## src/rtl/sdrc_pkg.sv

```systemverilog
// sdrc_pkg: shared types and constants for the r2b/b2r request path.
package sdrc_pkg;

  localparam int SDR_REQ_ID_W = 4;
  localparam int REQ_BW       = 12;
  localparam int BANKS        = 4;

  typedef enum logic {
    EXP_START,
    EXP_CONT
  } frame_e;

  typedef struct packed {
    logic [SDR_REQ_ID_W-1:0] req_id;
    logic                    start;
    logic                    last;
    logic                    wrap;
    logic                    write;
    logic [1:0]              ba;
    logic [12:0]             raddr;
    logic [12:0]             caddr;
    logic [REQ_BW-1:0]       len;
  } r2b_entry_t;

endpackage

```

## src/rtl/sdrc_req_rcv_if.sv

```systemverilog
// sdrc_req_rcv_if: r2b request channel plus queued-chunk output channel.
interface sdrc_req_rcv_if #(
  parameter int ID_W  = 4,
  parameter int LEN_W = 12
);
  logic             r2b_req;
  logic [ID_W-1:0]  r2b_req_id;
  logic             r2b_start;
  logic             r2b_last;
  logic             r2b_wrap;
  logic             r2b_write;
  logic [1:0]       r2b_ba;
  logic [12:0]      r2b_raddr;
  logic [12:0]      r2b_caddr;
  logic [LEN_W-1:0] r2b_len;
  logic             b2r_ack;
  logic             b2r_arb_ok;

  logic             q_valid;
  logic             q_ready;
  logic [ID_W-1:0]  q_req_id;
  logic             q_start;
  logic             q_last;
  logic             q_wrap;
  logic             q_write;
  logic [1:0]       q_ba;
  logic [12:0]      q_raddr;
  logic [12:0]      q_caddr;
  logic [LEN_W-1:0] q_len;
  logic             q_row_hit;

  modport slave (
    input  r2b_req, r2b_req_id, r2b_start, r2b_last,
    input  r2b_wrap, r2b_write, r2b_ba, r2b_raddr,
    input  r2b_caddr, r2b_len, q_ready,
    output b2r_ack, b2r_arb_ok, q_valid,
    output q_req_id, q_start, q_last, q_wrap,
    output q_write, q_ba, q_raddr, q_caddr,
    output q_len, q_row_hit
  );

  modport master (
    output r2b_req, r2b_req_id, r2b_start, r2b_last,
    output r2b_wrap, r2b_write, r2b_ba, r2b_raddr,
    output r2b_caddr, r2b_len, q_ready,
    input  b2r_ack, b2r_arb_ok, q_valid,
    input  q_req_id, q_start, q_last, q_wrap,
    input  q_write, q_ba, q_raddr, q_caddr,
    input  q_len, q_row_hit
  );
endinterface

```

## src/rtl/sdrc_row_tracker.sv

```systemverilog
// sdrc_row_tracker: per-bank open-row table for head-of-queue row-hit hint.
module sdrc_row_tracker
  import sdrc_pkg::*;
(
  input  logic             clk,
  input  logic             reset_n,
  input  logic             pop,
  input  logic             q_valid,
  input  logic [1:0]       ba,
  input  logic [12:0]      raddr,
  input  logic [BANKS-1:0] row_close,
  output logic             row_hit
);
  logic [12:0]      row [BANKS];
  logic [BANKS-1:0] vld;

  // A precharge wins over a same-cycle activate of that bank.
  always_ff @(posedge clk) begin
    if (!reset_n) begin
      vld <= '0;
    end else begin
      for (int b = 0; b < BANKS; b++) begin
        if (row_close[b])
          vld[b] <= 1'b0;
        else if (pop && ba == 2'(b))
          vld[b] <= 1'b1;
      end
    end
  end

  always_ff @(posedge clk) begin
    if (pop)
      row[ba] <= raddr;
  end

  assign row_hit = q_valid & vld[ba] & (row[ba] == raddr);
endmodule

```

## src/rtl/sdrc_req_rcv.sv

```systemverilog
// sdrc_req_rcv: r2b chunk FIFO with arb_ok headroom and framing check.
// Define SDRC_ROW_HIT_EN to build the open-row hit tracker.
module sdrc_req_rcv
  import sdrc_pkg::*;
#(
  parameter int DEPTH = 4,
  parameter int ID_W  = SDR_REQ_ID_W,
  parameter int LEN_W = REQ_BW
) (
  input  logic                   clk,
  input  logic                   reset_n,
  sdrc_req_rcv_if.slave          bus,
  input  logic [BANKS-1:0]       row_close,
  output logic                   proto_err,
  output logic [$clog2(DEPTH):0] count
);
  localparam int AW = $clog2(DEPTH);
  localparam int CW = AW + 1;
  localparam int EW = ID_W + 2 + 13 + 13 + LEN_W + 4;

  logic [EW-1:0] mem [DEPTH];
  logic [EW-1:0] din;
  logic [AW-1:0] wr_ptr;
  logic [AW-1:0] rd_ptr;
  logic          push;
  logic          pop;
  frame_e        frame;

  // Push is gated by the registered count, so a pop never frees a slot early.
  assign push           = bus.r2b_req & (count < CW'(DEPTH));
  assign bus.b2r_ack    = push;
  assign bus.q_valid    = count != '0;
  assign pop            = bus.q_valid & bus.q_ready;
  assign bus.b2r_arb_ok = count <= CW'(DEPTH - 2);

  assign din = {bus.r2b_req_id, bus.r2b_start, bus.r2b_last,
                bus.r2b_wrap, bus.r2b_write, bus.r2b_ba,
                bus.r2b_raddr, bus.r2b_caddr, bus.r2b_len};

  assign {bus.q_req_id, bus.q_start, bus.q_last,
          bus.q_wrap, bus.q_write, bus.q_ba,
          bus.q_raddr, bus.q_caddr, bus.q_len} = mem[rd_ptr];

  always_ff @(posedge clk) begin
    if (push)
      mem[wr_ptr] <= din;
  end

  always_ff @(posedge clk) begin
    if (!reset_n) begin
      wr_ptr <= '0;
      rd_ptr <= '0;
      count  <= '0;
    end else begin
      if (push)
        wr_ptr <= wr_ptr + AW'(1);
      if (pop)
        rd_ptr <= rd_ptr + AW'(1);
      unique case ({push, pop})
        2'b10:   count <= count + CW'(1);
        2'b01:   count <= count - CW'(1);
        default: ;
      endcase
    end
  end

  always_ff @(posedge clk) begin
    if (!reset_n) begin
      frame     <= EXP_START;
      proto_err <= 1'b0;
    end else if (push) begin
      if ((frame == EXP_START) != bus.r2b_start)
        proto_err <= 1'b1;
      frame <= bus.r2b_last ? EXP_START : EXP_CONT;
    end
  end

`ifdef SDRC_ROW_HIT_EN
  sdrc_row_tracker u_row_tracker (
    .clk       (clk),
    .reset_n   (reset_n),
    .pop       (pop),
    .q_valid   (bus.q_valid),
    .ba        (bus.q_ba),
    .raddr     (bus.q_raddr),
    .row_close (row_close),
    .row_hit   (bus.q_row_hit)
  );
`else
  logic unused_row_close;
  assign unused_row_close = ^row_close;
  assign bus.q_row_hit    = 1'b0;
`endif
endmodule

```

## src/flat_wrapper.sv

```systemverilog
// flat-port wrapper written by rule: the top's interface ports become plain ports
module sdrc_req_rcv_flat import sdrc_pkg::*;
#(
  parameter int DEPTH = 4,
  parameter int ID_W  = SDR_REQ_ID_W,
  parameter int LEN_W = REQ_BW
)
  (clk, reset_n, row_close, proto_err, count, bus_r2b_req, bus_r2b_req_id, bus_r2b_start, bus_r2b_last, bus_r2b_wrap, bus_r2b_write, bus_r2b_ba, bus_r2b_raddr, bus_r2b_caddr, bus_r2b_len, bus_q_ready, bus_b2r_ack, bus_b2r_arb_ok, bus_q_valid, bus_q_req_id, bus_q_start, bus_q_last, bus_q_wrap, bus_q_write, bus_q_ba, bus_q_raddr, bus_q_caddr, bus_q_len, bus_q_row_hit);
  sdrc_req_rcv_if #(.ID_W(ID_W), .LEN_W(LEN_W)) bus_i ();
  input  logic clk;
  input  logic reset_n;
  input  logic [BANKS-1:0] row_close;
  output logic proto_err;
  output logic [$clog2(DEPTH):0] count;
  input wire logic [$bits(bus_i.r2b_req)-1:0] bus_r2b_req;
  input wire logic [$bits(bus_i.r2b_req_id)-1:0] bus_r2b_req_id;
  input wire logic [$bits(bus_i.r2b_start)-1:0] bus_r2b_start;
  input wire logic [$bits(bus_i.r2b_last)-1:0] bus_r2b_last;
  input wire logic [$bits(bus_i.r2b_wrap)-1:0] bus_r2b_wrap;
  input wire logic [$bits(bus_i.r2b_write)-1:0] bus_r2b_write;
  input wire logic [$bits(bus_i.r2b_ba)-1:0] bus_r2b_ba;
  input wire logic [$bits(bus_i.r2b_raddr)-1:0] bus_r2b_raddr;
  input wire logic [$bits(bus_i.r2b_caddr)-1:0] bus_r2b_caddr;
  input wire logic [$bits(bus_i.r2b_len)-1:0] bus_r2b_len;
  input wire logic [$bits(bus_i.q_ready)-1:0] bus_q_ready;
  output wire logic [$bits(bus_i.b2r_ack)-1:0] bus_b2r_ack;
  output wire logic [$bits(bus_i.b2r_arb_ok)-1:0] bus_b2r_arb_ok;
  output wire logic [$bits(bus_i.q_valid)-1:0] bus_q_valid;
  output wire logic [$bits(bus_i.q_req_id)-1:0] bus_q_req_id;
  output wire logic [$bits(bus_i.q_start)-1:0] bus_q_start;
  output wire logic [$bits(bus_i.q_last)-1:0] bus_q_last;
  output wire logic [$bits(bus_i.q_wrap)-1:0] bus_q_wrap;
  output wire logic [$bits(bus_i.q_write)-1:0] bus_q_write;
  output wire logic [$bits(bus_i.q_ba)-1:0] bus_q_ba;
  output wire logic [$bits(bus_i.q_raddr)-1:0] bus_q_raddr;
  output wire logic [$bits(bus_i.q_caddr)-1:0] bus_q_caddr;
  output wire logic [$bits(bus_i.q_len)-1:0] bus_q_len;
  output wire logic [$bits(bus_i.q_row_hit)-1:0] bus_q_row_hit;
  assign bus_i.r2b_req = bus_r2b_req;
  assign bus_i.r2b_req_id = bus_r2b_req_id;
  assign bus_i.r2b_start = bus_r2b_start;
  assign bus_i.r2b_last = bus_r2b_last;
  assign bus_i.r2b_wrap = bus_r2b_wrap;
  assign bus_i.r2b_write = bus_r2b_write;
  assign bus_i.r2b_ba = bus_r2b_ba;
  assign bus_i.r2b_raddr = bus_r2b_raddr;
  assign bus_i.r2b_caddr = bus_r2b_caddr;
  assign bus_i.r2b_len = bus_r2b_len;
  assign bus_i.q_ready = bus_q_ready;
  assign bus_b2r_ack = bus_i.b2r_ack;
  assign bus_b2r_arb_ok = bus_i.b2r_arb_ok;
  assign bus_q_valid = bus_i.q_valid;
  assign bus_q_req_id = bus_i.q_req_id;
  assign bus_q_start = bus_i.q_start;
  assign bus_q_last = bus_i.q_last;
  assign bus_q_wrap = bus_i.q_wrap;
  assign bus_q_write = bus_i.q_write;
  assign bus_q_ba = bus_i.q_ba;
  assign bus_q_raddr = bus_i.q_raddr;
  assign bus_q_caddr = bus_i.q_caddr;
  assign bus_q_len = bus_i.q_len;
  assign bus_q_row_hit = bus_i.q_row_hit;
  sdrc_req_rcv #(.DEPTH(DEPTH), .ID_W(ID_W), .LEN_W(LEN_W)) u_core (.clk(clk), .reset_n(reset_n), .bus(bus_i), .row_close(row_close), .proto_err(proto_err), .count(count));
endmodule
```

## config.mk

```make
export PLATFORM = sky130hd
export DESIGN_NAME = sdrc_req_rcv_flat
export DESIGN_NICKNAME = d
export VERILOG_FILES = /design/src/rtl/sdrc_pkg.sv /design/src/rtl/sdrc_req_rcv_if.sv /design/src/rtl/sdrc_row_tracker.sv /design/src/rtl/sdrc_req_rcv.sv /design/src/flat_wrapper.sv
export SDC_FILE = /design/constraint.sdc
export NUM_CORES = 1
export LEC_CHECK = 0
export ABC_CLOCK_PERIOD_IN_PS = 4940
export CORE_ASPECT_RATIO = 1.25
export CORE_MARGIN = 2
export CORE_UTILIZATION = 43
export CTS_CLUSTER_DIAMETER = 40
export DETAILED_ROUTE_END_ITERATION = 8
export DONT_BUFFER_PORTS = 1
export PLACE_DENSITY_LB_ADDON = 0.1
export SLEW_MARGIN = 20
export SYNTH_ARGS = -nofsm -noshare
export SYNTH_HDL_FRONTEND = slang
export SYNTH_SLANG_ARGS = --single-unit
export TNS_END_PERCENT = 10
```

## constraint.sdc

```tcl
create_clock -name clk -period 4.94 [get_ports clk]
set_clock_uncertainty 0.1 [all_clocks]
set_input_delay 0.988 -clock clk [delete_from_list [all_inputs] [get_ports clk]]
set_output_delay 0.988 -clock clk [all_outputs]
set_load 0.02 [all_outputs]
```

# Yosys cells after proc, flatten, opt, wreduce, memory -nomap -nowiden
# Memories as Yosys holds them, arrays and structs flattened. A register that Yosys moved wholly into a read port is not among the register bits.
# Index checks and enable logic that the tools add are counted.
# totals
ff_bits	9
mem_bits_rw	192
input_bits	56
n_memories	1
# op_classes
addsub	4
n_lt_le_gt_ge	2
eq_ne	3
muxes	6
bitwise	3
n_reduce_logical	3
# mem_list
name	words	width	rd	rd_clocked_by_memory_dff	write_ports	line_no	source
u_core.mem	4	48	1	1	1	sdrc_req_rcv.sv:21	logic [EW-1:0] mem [DEPTH];
# op_table
operator	count
one-hot mux 3 bit (2 select lines)	1
adder 2 x 1 -> 2 bit, second input constant	2
2-to-1 mux 2 bit	2
adder 3 x 1 -> 3 bit, second input constant	1
less-or-equal comparator 3 x 2 -> 1 bit, second input constant	1
< comparator 3 bit, second input constant	1
2-to-1 mux 1 bit	3
nonzero test 3 bit	1
subtractor 3 x 1 -> 3 bit, second input constant	1
bitwise AND 1 bit	2
equality test 2 x 1 -> 1 bit, second input constant	1
equality test 2 bit, second input constant	1
AND reduction 2 bit	1
nonzero test 2 bit	1
!= test 1 bit	1
inverter 1 bit	1

# Logic depth before layout (Yosys ltp)
# Gate-level depths: netlist of run 1.
# logic_depth
ltp_word	4
depth_mapped	9

# Worst setup path after synthesis of run 1
# No wires, ideal clock.
# synth_path
path_kind	input-to-reg
start	input bus_r2b_req
end	memory u_core.mem[0][0] (netlist name), enable pin
t_arrival_ps	2613
required_time_ps	4430
slack_ps	1817
stages	3
path_buffers	1
path_cell_list	nor2b_1 -> buf_2 -> and2_1
# synth_between
elab_chain_len	3
# synth_rtl
element	line_no	source
from (decl)	flat_wrapper.sv:15	input wire logic [$bits(bus_i.r2b_req)-1:0] bus_r2b_req;
bitwise AND 1 bit	sdrc_req_rcv.sv:30	assign push = bus.r2b_req & (count < CW'(DEPTH));
via bus_b2r_ack	flat_wrapper.sv:26	output wire logic [$bits(bus_i.b2r_ack)-1:0] bus_b2r_ack;
2-to-1 mux 1 bit	sdrc_req_rcv.sv:45	if (push)
2-to-1 mux 1 bit (not written as such)	sdrc_req_rcv.sv:46	mem[wr_ptr] <= din;
to (decl)	sdrc_req_rcv.sv:21	
# The timed path passes the listed nets, and every way through them passes these cells.

==> metrics.txt, run 1 <==
result of the run=finished, final reports clean; type of the worst setup path=flip-flop to output port; Clock Root Buffer=sky130_fd_sc_hd__clkbuf_16; initial antenna violation count=0; leakage power=approximately 2.7 nW; aggregate negative setup slack=0 ps; sequence of cells on the critical path=buf_4, mux4_2; Data arrival, critical path=2310 ps; number of buffers created by CTS=23; combinational family with the most area after synthesis=multiplexers; number of sinks on the clock net=203; Global Route Usage Sum=14.3%; placement-stage cell area=slightly below 8000 um2; dominant delay contributor by cell family on the critical path=flip-flops; net total in the final layout=390; startpoint of the tightest hold check path=u_core.frame; worst reg2reg path depth=3; growth of design area from synthesis to finish=13.6%; endpoint of the lowest-slack register-to-register path=u_core.mem[0][6]; FF-to-FF Start=u_core.count[2]; part of the Yosys area used for sequential elements=~80%; biggest area consumer among synthesized cells=sky130_fd_sc_hd__edfxtp_1; starting DRC count in detailed routing=between 200 and 250; number of placement rows=between 50 and 60; post-route design area=roughly 8500 um2; pin count of the biggest net entering global routing=between 40 and 50; Syn Nets=370; Horiz. Die Dim=122 um; clock transition at the register clock pins on the worst setup and hold paths after CTS=60 ps; Synth Area in Simple Gates=1.36%; pwr/cell area=around 580 nW/um2; XOR/XNOR share of the synthesized area=less than 1%; clock tree from TritonCTS=yes; instance count along the most critical hold path=1; Slew @ Worst Pin=~940 ps; total wire length after detailed routing=between 10,000 and 15,000 um; area of the mapped netlist=7480 um2; area of the die=approximately 18,000 um2; total congestion overflow=0; hold violation count in the final report=0; maximum clock frequency=approximately 290 MHz; share of cells above drive strength 1=between 20% and 30%; H-tree Lvls=1; HPWL after DPL=7500 um; detail-routed net length per standard cell=roughly 23 um; number of global-route vias before repair=roughly 3,400; number of instances in the synthesized netlist=just over 300; minimum clock period=around 3400 ps; path length in cells of the critical path=2; total of hold buffers inserted after clock tree synthesis=0; DRC errors left=0; proportion of netlist area held by the largest area contributor=77.1%; fraction of synthesized area in multiplexers=14.6%; CP max-delay cell=sky130_fd_sc_hd__dfxtp_2; synth top area cells=sky130_fd_sc_hd__edfxtp_1 77%, sky130_fd_sc_hd__mux4_2 14%, sky130_fd_sc_hd__dfxtp_1 2.9%; # placed instances=522; flop and latch count out of synthesis=around 200; Synth Area per Inst=24.3 um2; capturing element type of the critical path=output port; diode insertion count for antenna repair=0; Critical Path Fanout Max=32; number of port buffers=0; Buf/Inv on CP=1; peak per-stage delay on the critical path=~950 ps; number of cells in the finished layout apart from fillers=between 500 and 600; adder and majority gate portion of the synthesized area=between 1 and 1.5%; reg2reg setup slack=between 2000 and 2500 ps; antenna viol nets, final=0; vias after detailed routing=slightly above 3,000; sequential cell area=between 5000 and 6000 um2; via density per instance=approximately 5.4; Slew Limit Headroom=between 30% and 40%; number of failing setup endpoints in the final timing report=0; unrepaired setup endpoints after global routing=false; setup bufs post-CTS=0; Yosys warning total=0; highest ir drop seen on vdd=around 0.00027 V; Worst EP required=3850 ps; number of search-and-repair iterations in the first detailed-routing pass=4; Period Utilization, post-route=between 60% and 70%; global-route wire length before repair=between 15,000 and 20,000 um; multi-input logic area=1390 um2; final RePlAce weighted congestion=0.662; number of fillers in the final layout=1,358; source-to-sink clock delay at the later pin of the worst-skew pair=500 ps; end point of the worst hold path=u_core.frame; final number of max-transition violations=0; maximum count of clock buffers along a single path=3; Placeable Area=16,900 um2; max cap viols=0; number of distinct library cell variants in the gate-level netlist after synthesis=24; number of gates resized after CTS=0; die height=approximately 150 um; startpoint type of the worst setup path=flip-flop; I/O Pins=between 100 and 150; Initial Utilization=44.2%; Compound-Gate Fraction of Synth Area=0.736%; Worst Hold Class=flip-flop to flip-flop
[final cells by class]
cell class	instances	share of cell area, %
clock buffers	29	7.29
clock inverters	13	1.53
inverters	6	0.265
multi-input cells	87	16.4
flip-flops and latches	203	70.5
well taps	220	3.24
repair buffers	7	0.766
[layer usage]
layer	wire length, um	vias up	global-route usage, %
met5	0	-	0
met4	280	0	4.60
met3	1110	27	5.27
met2	6910	93	25.7
met1	4480	1605	15.5
li1	-	1324	-
[worst max path at each step]
| stage | startpoint | end | slack [ps] |
|---|---|---|---|
| floorplan | bus_r2b_req | u_core.mem[0][0] | 1820 |
| detailed placement | bus_r2b_req | u_core.mem[0][6] | 1900 |
| global placement | bus_r2b_req | u_core.mem[0][6] | 1920 |
| finish | flip-flop | bus_q_raddr[9] | 1550 |
| global route | flip-flop | bus_q_len[2] | 1410 |
| CTS | flip-flop | bus_q_raddr[9] | 1470 |
[registers in the layout, summed over array words and instances, names as in the netlist, named ones only]
| signal | cells |
|---|---|
| u_core.frame | 1 |
| u_core.rd_ptr | 2 |
| u_core.count | 3 |
| u_core.proto_err | 1 |
| u_core.mem | 192 |
| u_core.wr_ptr | 2 |
[per-stage QoR]
| stage | worst slack (ps) | util (%) | hold slack, ps | power, mW |
|---|---|---|---|---|
| after floorplan | 1820 | - | 392 | 3.14 |
| after global routing | 1410 | 50.2 | 447 | 5.12 |
| final | 1550 | 50.2 | 432 | 4.90 |
| after CTS | 1470 | 50.1 | 437 | 4.97 |
| after detailed placement | 1900 | 45.7 | 423 | 3.33 |
| after global placement | 1920 | 45.7 | 404 | 3.31 |
[cells in the final DEF (no fill, tap or decap)]
| master | n |
|---|---|
| sky130_fd_sc_hd__edfxtp_1 | 192 |
| sky130_fd_sc_hd__mux4_2 | 48 |
| sky130_fd_sc_hd__clkbuf_16 | 24 |
| sky130_fd_sc_hd__dfxtp_1 | 9 |
| sky130_fd_sc_hd__inv_1 | 6 |
| sky130_fd_sc_hd__buf_4 | 6 |
| sky130_fd_sc_hd__nor2b_1 | 5 |
| sky130_fd_sc_hd__xnor2_1 | 5 |
| sky130_fd_sc_hd__ha_1 | 5 |
| sky130_fd_sc_hd__clkbuf_1 | 5 |
| sky130_fd_sc_hd__and2_2 | 4 |
| sky130_fd_sc_hd__and2_1 | 4 |
| sky130_fd_sc_hd__clkinv_2 | 4 |
| sky130_fd_sc_hd__a21oi_1 | 2 |
| sky130_fd_sc_hd__or3_1 | 2 |
| sky130_fd_sc_hd__nand2_1 | 2 |
| sky130_fd_sc_hd__o21ai_0 | 2 |
| sky130_fd_sc_hd__inv_6 | 2 |
| sky130_fd_sc_hd__bufinv_16 | 2 |
| sky130_fd_sc_hd__clkinv_4 | 2 |
| sky130_fd_sc_hd__clkinv_1 | 2 |
| sky130_fd_sc_hd__o31a_1 | 1 |
| sky130_fd_sc_hd__o311ai_1 | 1 |
| sky130_fd_sc_hd__o211a_1 | 1 |
| sky130_fd_sc_hd__mux2i_1 | 1 |
| sky130_fd_sc_hd__xor2_1 | 1 |
| sky130_fd_sc_hd__a21boi_0 | 1 |
| sky130_fd_sc_hd__fa_1 | 1 |
| sky130_fd_sc_hd__dfxtp_4 | 1 |
| sky130_fd_sc_hd__dfxtp_2 | 1 |
| sky130_fd_sc_hd__conb_1 | 1 |
| sky130_fd_sc_hd__clkinvlp_4 | 1 |
| sky130_fd_sc_hd__buf_12 | 1 |
[power by group]
| part | internal [mW] | switching (mW) |
|---|---|---|
| clock network | 0.999 | 0.639 |
| registers | 2.12 | 0.159 |
| logic | 0.395 | 0.593 |
| total | 3.51 | 1.39 |
[kinds of logic (layout without fill, tap and decap cells)]
family / Yosys count / count (layout)
DFF: 203 / 203
muxes: 49 / 49
buffers and inverters: 18 / 55
and+or+nand+nor: 17 / 17
AOI/OAI and AO/OA: 8 / 8
adders and majority gates: 6 / 6
xor gates and xnor gates: 6 / 6
other: 1 / 1
[cell usage after synthesis]
library cell	number
sky130_fd_sc_hd__fa_1	1
sky130_fd_sc_hd__clkbuf_1	2
sky130_fd_sc_hd__a21oi_1	2
sky130_fd_sc_hd__xor2_1	1
sky130_fd_sc_hd__dfxtp_1	11
sky130_fd_sc_hd__nand2_1	2
sky130_fd_sc_hd__nor2b_1	5
sky130_fd_sc_hd__mux4_2	48
sky130_fd_sc_hd__buf_2	4
sky130_fd_sc_hd__buf_6	3
sky130_fd_sc_hd__conb_1	1
sky130_fd_sc_hd__and2_1	8
sky130_fd_sc_hd__o31a_1	1
sky130_fd_sc_hd__edfxtp_1	192
sky130_fd_sc_hd__o211a_1	1
sky130_fd_sc_hd__mux2i_1	1
sky130_fd_sc_hd__ha_1	5
sky130_fd_sc_hd__o311ai_1	1
sky130_fd_sc_hd__buf_4	3
sky130_fd_sc_hd__o21ai_0	2
sky130_fd_sc_hd__xnor2_1	5
sky130_fd_sc_hd__inv_1	6
sky130_fd_sc_hd__or3_1	2
sky130_fd_sc_hd__a21boi_0	1
No activity file was read; power rests on OpenSTA's default activity.
==> inputs of run 2 (changes only) <==
--- a/config.mk
+++ b/config.mk
@@ -5,7 +5,7 @@
 export SDC_FILE = /design/constraint.sdc
 export NUM_CORES = 1
 export LEC_CHECK = 0
-export ABC_CLOCK_PERIOD_IN_PS = 4940
+export ABC_CLOCK_PERIOD_IN_PS = 2800
 export CORE_ASPECT_RATIO = 1.25
 export CORE_MARGIN = 2
 export CORE_UTILIZATION = 43
==> constraint.sdc (replaced) <==
create_clock -name clk -period 2.8 [get_ports clk]
set_clock_uncertainty 0.1 [all_clocks]
set_input_delay 0.56 -clock clk [delete_from_list [all_inputs] [get_ports clk]]
set_output_delay 0.56 -clock clk [all_outputs]
set_load 0.02 [all_outputs]
==> run 2 against run 1 <==
Net effect: sequential cell count stayed put; worst hold slack worse by 370 ps; count of clock-buffer cells in the layout is 1 lower; largest cell class unchanged; setup slack worse by 1300 ps; design area is 1.1% higher; register-to-register slack worse by 1900 ps.
==> metrics.txt, run 2 (synthesis gave the netlist of run 1 again) <==
total of hold buffers inserted after clock tree synthesis=0 (unchanged); HPWL after DPL=7470 um (-0.46%); Slew @ Worst Pin=554 ps (-387 ps); fraction of power spent switching nets=28.2% (-0.18 points); global-route wire length before repair=19,000 um (-1.4%); grt met2 use=24.5% (-1.2 points); I/O Pins=112 (unchanged); # placed instances=527 (+0.96%); setup bufs post-CTS=0 (unchanged); Tot Pwr=8.76 mW (+79%); biggest regs=u_core.mem: 192 flops, u_core.count: 3 flops; number of cells in the finished layout apart from fillers=567 (+0.35%); capturing element type of the critical path=output port; share of cells above drive strength 1=28.5% (+0.70 points); Placeable Area=16,900 um2 (unchanged); number of search-and-repair iterations in the first detailed-routing pass=4 (unchanged); worst setup slack after placement=590 ps (-1320 ps); number of gates resized after CTS=0 (unchanged); source-to-sink clock delay at the later pin of the worst-skew pair=490 ps (about the same); final RePlAce weighted congestion=0.643 (-2.9%); aggregate negative setup slack=0 ps (unchanged); flip-flop count of the largest register after layout=192 (unchanged); final number of max-transition violations=0 (unchanged); type of the worst setup path=flip-flop to output port; register bank with the most flops=u_core.mem; hold violation count in the final report=0 (unchanged); Period Utilization, post-route=between 90 and 100%; die height=151 um (unchanged); max cap viols=0 (unchanged); area of the die=18,500 um2 (unchanged); share of power burned in combinational logic=21.8% (+1.7 points); Horiz. Die Dim=122 um (unchanged); diode insertion count for antenna repair=0 (unchanged); fraction of met1 tracks used by global routing=16.3% (+0.85 points); via density per instance=5.36 (-0.61%); sequential share of power=44.9% (-1.6 points); number of buffers created by CTS=22 (-4.3%); Clock Root Buffer=sky130_fd_sc_hd__clkbuf_16; most crowded layer after global routing=met2; minimum clock period=approximately 2600 ps; pwr/cell area=1020 nW/um2 (+77%); number of port buffers=0 (unchanged); DRC errors left=0 (unchanged); Critical Path Fanout Max=21 (-34%); leakage power=2.68 nW (+1.1%); growth of design area from synthesis to finish=14.9%; clock tree from TritonCTS=yes; worst hold slack after final layout=57.8 ps (-375 ps); Global Route Usage Sum=14.1% (-0.13 points); total wire length after detailed routing=12,800 um (+0.49%); Clock Power Share=33.3% (about the same); commonest cells after routing, fill and taps aside=192 x sky130_fd_sc_hd__edfxtp_1, 48 x sky130_fd_sc_hd__mux4_2, 23 x sky130_fd_sc_hd__clkbuf_16; number of sinks on the clock net=203 (unchanged); net switching component of the power=2.47 mW (+78%); net total in the final layout=393 (+0.77%); GR met3 Demand/Resource=5.27% (unchanged); final cell utilization of the core=50.8% (+0.56 points); most common library cell in the layout ignoring fill and taps=sky130_fd_sc_hd__edfxtp_1; antenna viol nets, final=0 (unchanged); Data arrival, critical path=1940 ps (-370 ps); result of the run=finished, final reports clean; Worst EP required=2140 ps (-1710 ps); unrepaired setup endpoints after global routing=false; number of global-route vias before repair=3,301 (-1.5%); placement-stage cell area=7840 um2 (+1.5%); total congestion overflow=0 (unchanged); number of failing setup endpoints in the final timing report=0 (unchanged); highest ir drop seen on vdd=0.000558 V (+100%); P_int=6.29 mW (+79%); pin count of the biggest net entering global routing=43 (-12%); worst path setup slack after routing=200 ps (-1350 ps); number of placement rows=53 (unchanged); vias after detailed routing=3,041 (-0.26%); Slew Limit Headroom=63.1% (+26 points); detail-routed net length per standard cell=22.6 um (+0.13%); maximum count of clock buffers along a single path=3 (unchanged); number of fillers in the final layout=1,332 (-1.9%); post-route design area=8590 um2 (+1.1%); starting DRC count in detailed routing=168 (-22%); maximum clock frequency=between 300 and 400 MHz; clock transition at the register clock pins on the worst setup and hold paths after CTS=60 ps (about the same); Worst Hold Class=primary input to flip-flop; initial antenna violation count=0 (unchanged); startpoint type of the worst setup path=flip-flop; H-tree Lvls=1 (unchanged); Initial Utilization=44.2% (unchanged)
-- run 2: layout make-up --
cell class | instances | area, um2 | share of cell area, %
multi-input combinational | 87 | 1390 | 16.2
timing repair buffer | 11 | 158 | 1.84
clock inverter | 12 | 158 | 1.84
inverter | 6 | 22.5 | 0.262
tap | 220 | 275 | 3.20
sequential | 203 | 5990 | 69.7
clock buffer | 28 | 594 | 6.92
-- run 2: layer usage --
metal  part of all wire (%)  routed length [um]
met1                     37                4730
met2                     53                6820
met3                    9.0                1150
met4                    1.1                 142
met5                      0                   0
-- run 2: worst paths after layout --
| path | start | to | slack [ps] | cells past startpoint |
|---|---|---|---|---|
| worst max-delay path | flip-flop | bus_q_ba[0] | 200 | 2 |
| worst min-delay path | bus_r2b_raddr[0] | u_core.mem[0][25] | 60 | 0 |
| worst max register to register | u_core.count[0] | u_core.count[2] | 590 | 7 |
| worst min register to register | u_core.frame | u_core.frame | 430 | 1 |
-- run 2: critical path, stage by stage (launching register included) --
cell                      delay [ps]
sky130_fd_sc_hd__dfxtp_4         540
sky130_fd_sc_hd__buf_12          260
sky130_fd_sc_hd__mux4_2          630
-- run 2: power by group through the flow --
stage	logic, mW	registers, mW	clock network [mW]
2_1_floorplan	1.63	3.91	0
3_5_place_dp	1.97	4.01	0
3_3_place_gp	1.96	3.99	0
6_report	1.91	3.93	2.92
5_1_grt	2.05	3.98	3.10
4_1_cts	1.97	3.95	2.99
